## src/rtl/control_sequencer_if.sv

```systemverilog
// control_sequencer_if
//   Groups the handshake and strobe signals between the control sequencer
//   and the DataPath it drives.
//   Signals:
//     run, mem_ready, ir      : status into the sequencer
//     PCout..LOin             : single-bit datapath strobes from the sequencer
//     reg_in / reg_out        : one-hot register-file load / drive enables
//     opcode                  : ALU operation select
//     halted / illegal        : terminal-state indicators
//   Modports:
//     master : sequencer side (drives the strobes)
//     slave  : datapath / environment side (drives run, mem_ready, ir)
interface control_sequencer_if #(
    parameter int unsigned NUM_REGS = 16
);
    logic                run;
    logic                mem_ready;
    logic [31:0]         ir;

    logic                PCout, PCin, IncPC, MARin, MDRin, MDRout, Read, IRin, Yin;
    logic                ZLowIn, ZHighIn, Zlowout, Zhighout, HIin, LOin;
    logic [NUM_REGS-1:0] reg_in;
    logic [NUM_REGS-1:0] reg_out;
    logic [4:0]          opcode;
    logic                halted;
    logic                illegal;

    modport master (
        input  run, mem_ready, ir,
        output PCout, PCin, IncPC, MARin, MDRin, MDRout, Read, IRin, Yin,
        output ZLowIn, ZHighIn, Zlowout, Zhighout, HIin, LOin,
        output reg_in, reg_out, opcode, halted, illegal
    );

    modport slave (
        output run, mem_ready, ir,
        input  PCout, PCin, IncPC, MARin, MDRin, MDRout, Read, IRin, Yin,
        input  ZLowIn, ZHighIn, Zlowout, Zhighout, HIin, LOin,
        input  reg_in, reg_out, opcode, halted, illegal
    );
endinterface

```

## src/rtl/control_sequencer.sv

```systemverilog
// control_sequencer
//   Moore control unit sequencing DataPath through fetch (T0-T2) and
//   execute (T3-T6) for register-register ALU and MUL/DIV instructions.
//   Register-file enables are decoded from IR fields into one-hot vectors.
//   Ports:
//     clock : system clock, rising edge
//     clear : asynchronous active-high reset (state IDLE, all outputs 0)
//     step  : single-step gate, present only with SINGLE_STEP_EN defined
//     bus   : control_sequencer_if.master (run, mem_ready, ir in; strobes out)
//   Build option:
//     SINGLE_STEP_EN : adds `step`; each fetch waits for step=1, one step
//                      pulse runs exactly one instruction.
module control_sequencer #(
    parameter int unsigned NUM_REGS = 16,
    parameter logic [4:0]  OP_MUL   = 5'b01111,
    parameter logic [4:0]  OP_DIV   = 5'b10000,
    parameter logic [4:0]  OP_HALT  = 5'b11011
) (
    input  logic clock,
    input  logic clear,
`ifdef SINGLE_STEP_EN
    input  logic step,
`endif
    control_sequencer_if.master bus
);

    typedef enum logic [3:0] {
        S_IDLE,
`ifdef SINGLE_STEP_EN
        S_WAIT,
`endif
        S_T0, S_T1, S_T2, S_T3, S_T4, S_T5, S_T6,
        S_HALT, S_ILLEGAL
    } state_t;

    // Opcodes at or above OP_MUL+2 (other than HALT) are undefined.
    localparam logic [5:0] OP_FIRST_BAD = {1'b0, OP_MUL} + 6'd2;
    localparam logic [NUM_REGS-1:0] ONE_HOT0 = {{(NUM_REGS-1){1'b0}}, 1'b1};

    state_t state, state_nx;

    logic [4:0] op;
    logic [3:0] ra, rb, rc;
    logic       is_wide, is_halt, is_bad;
    logic       launch;
    state_t     rest_state;
    logic       unused_ir;

    assign op        = bus.ir[31:27];
    assign ra        = bus.ir[26:23];
    assign rb        = bus.ir[22:19];
    assign rc        = bus.ir[18:15];
    assign unused_ir = ^bus.ir[14:0];

    assign is_wide = (op == OP_MUL) || (op == OP_DIV);
    assign is_halt = (op == OP_HALT);
    assign is_bad  = ({1'b0, op} >= OP_FIRST_BAD) && !is_halt;

    // Fetch-entry gate shared by IDLE, T5 (ALU), T6 and WAIT: launch says
    // whether the next instruction may start, rest_state is where to park.
`ifdef SINGLE_STEP_EN
    assign launch     = bus.run && step;
    assign rest_state = bus.run ? S_WAIT : S_IDLE;
`else
    assign launch     = bus.run;
    assign rest_state = S_IDLE;
`endif

    always_ff @(posedge clock or posedge clear) begin
        if (clear) state <= S_IDLE;
        else       state <= state_nx;
    end

    always_comb begin
        state_nx     = state;
        bus.PCout    = 1'b0;
        bus.PCin     = 1'b0;
        bus.IncPC    = 1'b0;
        bus.MARin    = 1'b0;
        bus.MDRin    = 1'b0;
        bus.MDRout   = 1'b0;
        bus.Read     = 1'b0;
        bus.IRin     = 1'b0;
        bus.Yin      = 1'b0;
        bus.ZLowIn   = 1'b0;
        bus.ZHighIn  = 1'b0;
        bus.Zlowout  = 1'b0;
        bus.Zhighout = 1'b0;
        bus.HIin     = 1'b0;
        bus.LOin     = 1'b0;
        bus.reg_in   = '0;
        bus.reg_out  = '0;
        bus.opcode   = '0;
        bus.halted   = 1'b0;
        bus.illegal  = 1'b0;

        case (state)
            S_IDLE: state_nx = launch ? S_T0 : rest_state;
`ifdef SINGLE_STEP_EN
            S_WAIT: state_nx = launch ? S_T0 : rest_state;
`endif
            S_T0: begin
                bus.PCout = 1'b1;
                bus.MARin = 1'b1;
                bus.IncPC = 1'b1;
                bus.PCin  = 1'b1;
                state_nx  = S_T1;
            end
            S_T1: begin
                bus.Read  = 1'b1;
                bus.MDRin = 1'b1;
                if (bus.mem_ready) state_nx = S_T2;
            end
            S_T2: begin
                bus.MDRout = 1'b1;
                bus.IRin   = 1'b1;
                state_nx   = S_T3;
            end
            S_T3: begin
                bus.reg_out = ONE_HOT0 << rb;
                bus.Yin     = 1'b1;
                if (is_bad)       state_nx = S_ILLEGAL;
                else if (is_halt) state_nx = S_HALT;
                else              state_nx = S_T4;
            end
            S_T4: begin
                bus.reg_out = ONE_HOT0 << rc;
                bus.opcode  = op;
                bus.ZLowIn  = 1'b1;
                bus.ZHighIn = is_wide;
                state_nx    = S_T5;
            end
            S_T5: begin
                bus.Zlowout = 1'b1;
                if (is_wide) begin
                    bus.LOin = 1'b1;
                    state_nx = S_T6;
                end else begin
                    bus.reg_in = ONE_HOT0 << ra;
                    state_nx   = launch ? S_T0 : rest_state;
                end
            end
            S_T6: begin
                bus.Zhighout = 1'b1;
                bus.HIin     = 1'b1;
                state_nx     = launch ? S_T0 : rest_state;
            end
            S_HALT:    bus.halted  = 1'b1;
            S_ILLEGAL: bus.illegal = 1'b1;
            default:   state_nx    = S_IDLE;
        endcase
    end

endmodule
```

## src/flat_wrapper.sv

```systemverilog
// flat-port wrapper written by rule: the top's interface ports become plain ports
module control_sequencer_flat 
#(
    parameter int unsigned NUM_REGS = 16,
    parameter logic [4:0]  OP_MUL   = 5'b01111,
    parameter logic [4:0]  OP_DIV   = 5'b10000,
    parameter logic [4:0]  OP_HALT  = 5'b11011
)
  (clock, clear, bus_run, bus_mem_ready, bus_ir, bus_PCout, bus_PCin, bus_IncPC, bus_MARin, bus_MDRin, bus_MDRout, bus_Read, bus_IRin, bus_Yin, bus_ZLowIn, bus_ZHighIn, bus_Zlowout, bus_Zhighout, bus_HIin, bus_LOin, bus_reg_in, bus_reg_out, bus_opcode, bus_halted, bus_illegal);
  control_sequencer_if #(.NUM_REGS(NUM_REGS)) bus_i ();
  input  logic clock;
  input  logic clear;
  input wire logic [$bits(bus_i.run)-1:0] bus_run;
  input wire logic [$bits(bus_i.mem_ready)-1:0] bus_mem_ready;
  input wire logic [$bits(bus_i.ir)-1:0] bus_ir;
  output wire logic [$bits(bus_i.PCout)-1:0] bus_PCout;
  output wire logic [$bits(bus_i.PCin)-1:0] bus_PCin;
  output wire logic [$bits(bus_i.IncPC)-1:0] bus_IncPC;
  output wire logic [$bits(bus_i.MARin)-1:0] bus_MARin;
  output wire logic [$bits(bus_i.MDRin)-1:0] bus_MDRin;
  output wire logic [$bits(bus_i.MDRout)-1:0] bus_MDRout;
  output wire logic [$bits(bus_i.Read)-1:0] bus_Read;
  output wire logic [$bits(bus_i.IRin)-1:0] bus_IRin;
  output wire logic [$bits(bus_i.Yin)-1:0] bus_Yin;
  output wire logic [$bits(bus_i.ZLowIn)-1:0] bus_ZLowIn;
  output wire logic [$bits(bus_i.ZHighIn)-1:0] bus_ZHighIn;
  output wire logic [$bits(bus_i.Zlowout)-1:0] bus_Zlowout;
  output wire logic [$bits(bus_i.Zhighout)-1:0] bus_Zhighout;
  output wire logic [$bits(bus_i.HIin)-1:0] bus_HIin;
  output wire logic [$bits(bus_i.LOin)-1:0] bus_LOin;
  output wire logic [$bits(bus_i.reg_in)-1:0] bus_reg_in;
  output wire logic [$bits(bus_i.reg_out)-1:0] bus_reg_out;
  output wire logic [$bits(bus_i.opcode)-1:0] bus_opcode;
  output wire logic [$bits(bus_i.halted)-1:0] bus_halted;
  output wire logic [$bits(bus_i.illegal)-1:0] bus_illegal;
  assign bus_i.run = bus_run;
  assign bus_i.mem_ready = bus_mem_ready;
  assign bus_i.ir = bus_ir;
  assign bus_PCout = bus_i.PCout;
  assign bus_PCin = bus_i.PCin;
  assign bus_IncPC = bus_i.IncPC;
  assign bus_MARin = bus_i.MARin;
  assign bus_MDRin = bus_i.MDRin;
  assign bus_MDRout = bus_i.MDRout;
  assign bus_Read = bus_i.Read;
  assign bus_IRin = bus_i.IRin;
  assign bus_Yin = bus_i.Yin;
  assign bus_ZLowIn = bus_i.ZLowIn;
  assign bus_ZHighIn = bus_i.ZHighIn;
  assign bus_Zlowout = bus_i.Zlowout;
  assign bus_Zhighout = bus_i.Zhighout;
  assign bus_HIin = bus_i.HIin;
  assign bus_LOin = bus_i.LOin;
  assign bus_reg_in = bus_i.reg_in;
  assign bus_reg_out = bus_i.reg_out;
  assign bus_opcode = bus_i.opcode;
  assign bus_halted = bus_i.halted;
  assign bus_illegal = bus_i.illegal;
  control_sequencer #(.NUM_REGS(NUM_REGS), .OP_MUL(OP_MUL), .OP_DIV(OP_DIV), .OP_HALT(OP_HALT)) u_core (.clock(clock), .clear(clear), .bus(bus_i));
endmodule
```

## config.mk

```make
export PLATFORM = sky130hd
export DESIGN_NAME = control_sequencer_flat
export DESIGN_NICKNAME = d
export VERILOG_FILES = /design/src/rtl/control_sequencer_if.sv /design/src/rtl/control_sequencer.sv /design/src/flat_wrapper.sv
export SDC_FILE = /design/constraint.sdc
export NUM_CORES = 1
export LEC_CHECK = 0
export ABC_AREA = 1
export BUFFER_PORTS_ARGS = -buffer_cell sky130_fd_sc_hd__buf_2
export CAP_MARGIN = 20
export CORE_ASPECT_RATIO = 1.2
export CORE_MARGIN = 5
export CORE_UTILIZATION = 33
export CTS_CLUSTER_DIAMETER = 80
export DETAILED_ROUTE_END_ITERATION = 10
export GPL_ROUTABILITY_DRIVEN = 0
export HOLD_SLACK_MARGIN = 0.15
export PLACE_DENSITY = 0.82
export SLEW_MARGIN = 10
export SYNTH_ARGS = -nofsm -noshare
export SYNTH_HDL_FRONTEND = slang
export SYNTH_SLANG_ARGS = --single-unit
```

## constraint.sdc

```tcl
create_clock -name clock -period 1.57 [get_ports clock]
set_input_delay 0.157 -clock clock [delete_from_list [all_inputs] [get_ports clock]]
set_output_delay 0.157 -clock clock [all_outputs]
set_load 0.02 [all_outputs]
```

==> summary.txt <==
STA
  • Period utilisation layout: 1.21
  • Worst Skew: between 0.004 and 0.005 ns
  • Unrepaired setup endpoints after global routing: yes
  • Relative slew slack: 0.756
  • Pins Over Slew Limit: 0
  • Period minus WS final: ~1.9 ns
  • Fmax: 525 MHz
  • Final setup vio count: 46
  • Final Hold Fails: 0
  • Setup slack after layout: -0.333 ns
  • Slew @ Worst Pin: 0.364 ns

Layout
  • Largest register by flop count: u_core.state
  • Post-layout instance area: 0.00153 mm²
  • Largest registers: u_core.state x4
  • Final Non-Filler Cells: 261
  • Diode count: 0
  • Final nets: 268
  • Fin util: 0.669
  • Max reg flops: 4
  • Syn-to-layout area delta: 95.0%
  • Layout cell share with drive strength beyond 1: 0.583

Floorplan
  • I/O pins: 90
  • DIE HEIGHT: 63.4 µm
  • Starting Density: 0.343
  • Num rows: 19
  • Core area: 0.00228 mm²
  • Die width: about 54 µm
  • Die Area: 0.00345 mm²

Worst setup path
  • CP Data Arrival Time: 1.75 ns
  • Critical path type: reg2out
  • Crit-path cells: nor2_4, nand2_8, nand2_2, o21ai_4, inv_2, nand3_2, nor2_1, buf_4
  • CP Launch Point: u_core.state[1]$_DFFE_PP0P_
  • Reg2reg start: u_core.state[3]$_DFFE_PP0P_
  • Critical Path RT: around 1.4 ns
  • Max stage delay on crit path: 0.44 ns
  • CP Launch Type: register
  • Crit Path Max Fanout: 6
  • Critical-path top delay cell: dfrtp_2
  • Delay-heaviest family, CP: simple AND/OR/NAND/NOR gates
  • Worst setup EP type: output port
  • Crit path buf inv count: 2

Clock tree
  • Clock Tree Buf Depth: 2
  • Root buf cell: clkbuf_4
  • Clk_lat worst skew: about 0.24 ns
  • CTS tree: built
  • Num CTS Buffers: 3
  • Sinks on Clock Net: 4
  • Clk pin slew, worst setup/hold paths: 0.04 ns
  • H-tree Lvls: 1

Power
  • Power after layout: 1650 µW
  • VDD IR max: 0.00102 V
  • Pwr dens: 1080 mW/mm²
  • Pleak: 0.000857 µW

Logic synthesis
  • Register area share after synthesis: 0.128
  • Synth cell types: 21
  • Mapped Nets: ~180
  • Largest cells by area after synthesis: nor2_1, nand3_1, dfrtp_1, inv_1, nand2_1
  • Syn Area/Cell: 5.29 µm²
  • Synthesized area: 783 µm²
  • Cell count after synthesis: 148
  • Yosys reg bits: 4
  • Area share of the largest cell type after synthesis: 0.244
  • Area leader, netlist: nor2_1
  • Yosys warns: 0

GRT
  • Vias in the first global route: between 1,000 and 1,500
  • Initial antenna violation count: 0
  • GRT Overall Usage: 0.184
  • Gr ovfl total: 0
  • Largest net degree at the start of global routing: 9
  • Global-route wire length before repair: 4870 µm

Detailed routing
  • DRT Pass-1 Iters: 4
  • Vias/cell: ~4.8
  • Vias: around 1,300
  • Antenna viol nets, final: 0
  • DRC Markers: 0
  • Iteration-0 DRC Markers: 25
  • Drt total wl: 3340 µm
  • WL/cell: 12.8 µm

Min path
  • HP Class: in2reg
  • Hold path start: bus_run

Flow run
  • Max-cap violations: 0

Placed design
  • Inst Count DP: roughly 250
  • Dpl hpwl: 2200 µm
  • Placed Area: 0.00115 mm²
  • IO buf count: 74

Status
  • Run status: complete, but fails checks
  • Failing checks: setup timing
==> layout by cell type, fill, tap and decap left out <==
cell type and n:
nor2_2 13, buf_2 46, o21ai_4 4, o31ai_1 1
dlygate4sd3_1 1, dfrtp_2 1, nand3_1 12, nand2_1 13
nand2_4 5, clkbuf_4 3, nor3_1 1, dfrtp_1 3
buf_4 27, nand2_8 1, o21ai_0 3, buf_6 11
o211ai_4 1, nand3b_1 1, nand2_2 2, inv_2 6
nor2_4 3, nor2_1 37, nand3_2 10, inv_1 22
inv_6 1, a21oi_1 1, nand4_1 1
==> repair_timing <==
item / in CTS / in global routing
pin swaps: 12 / 10
hold buffers: 1 / 0
resized for setup: 49 / 33
endpoints found under the hold margin: 4 / 0
endpoints found under the setup margin: 33 / 47
gates cloned: 1 / 0
buffers inserted: 8 / 0
==> cells in the mapped netlist <==
| master | number |
|---|---|
| nor2_4 | 1 |
| o211ai_2 | 1 |
| nand2_1 | 16 |
| dfrtp_1 | 4 |
| nand3b_1 | 1 |
| nand2_2 | 1 |
| nor2_1 | 51 |
| o21ai_0 | 3 |
| buf_4 | 6 |
| inv_1 | 26 |
| o21ai_2 | 4 |
| inv_2 | 3 |
| nand3_2 | 1 |
| nor3_1 | 1 |
| nand2_4 | 3 |
| nor2_2 | 1 |
| a21oi_1 | 1 |
| buf_6 | 1 |
| nand3_1 | 21 |
| nand4_1 | 1 |
| o31ai_1 | 1 |
==> kinds of logic (layout without fill, tap and decap cells) <==
logic type	after synthesis	count (layout)	synth area share
buf+inv	36	117	0.211
flops	4	4	0.128
simple gates	98	99	0.566
compound gates	10	10	0.0958
==> final timing paths <==
check                                         endpoint  slack, ns  cells after the start
setup / recovery                        bus_reg_out[5]      -0.33                      8
hold / removal             u_core.state[0]$_DFFE_PP0P_       0.26                      5
setup reg to reg           u_core.state[0]$_DFFE_PP0P_       0.18                      9
hold reg to reg            u_core.state[2]$_DFFE_PP0P_       0.65                      2
max in group asynchronous  u_core.state[1]$_DFFE_PP0P_       1.06                      3
min in group asynchronous  u_core.state[2]$_DFFE_PP0P_       0.34                      3
==> worst min-delay path: cells and delay by family <==
| kind | cells | cell delay [ns] |
|---|---|---|
| buffers and inverters | 1 | 0.07 |
| and+or+nand+nor | 3 | 0.18 |
| AOI/OAI and AO/OA | 1 | 0.06 |
==> per-layer routing <==
| layer | global-route usage | wire (µm) | vias to the layer above |
|---|---|---|---|
| li1 | - | - | 620 |
| met4 | 0.0966 | 129 | 0 |
| met3 | 0.0354 | 353 | 13 |
| met2 | 0.323 | 1720 | 67 |
| met1 | 0.194 | 1130 | 555 |
| met5 | 0 | 0 | - |
==> area by class of cell <==
type	count	area [µm²]
Fill cell	207	754
Sequential cell	4	101
Inverter	29	114
Timing Repair Buffer	85	567
Tap cell	31	38.8
Multi-Input combinational cell	109	684
Clock buffer	3	22.5
==> through the flow <==
step	TNS, ns	hold slack (ns)	worst slack [ns]
after global routing	-11.60	0.337	-0.380
after detailed placement	-0.00339	0.0387	-0.00339
after global placement	0	0.0390	0.0349
after CTS	-6.07	0.263	-0.208
after floorplan	-0.118	-0.0769	-0.0148
final	-8.19	0.263	-0.333
==> where the power goes <==
part           internal (µW)  switching [µW]
combinational            490             828
sequential               151            51.5
clock                   85.5            42.2
total                    726             922
Note: power is estimated with default switching activity, not from simulation.
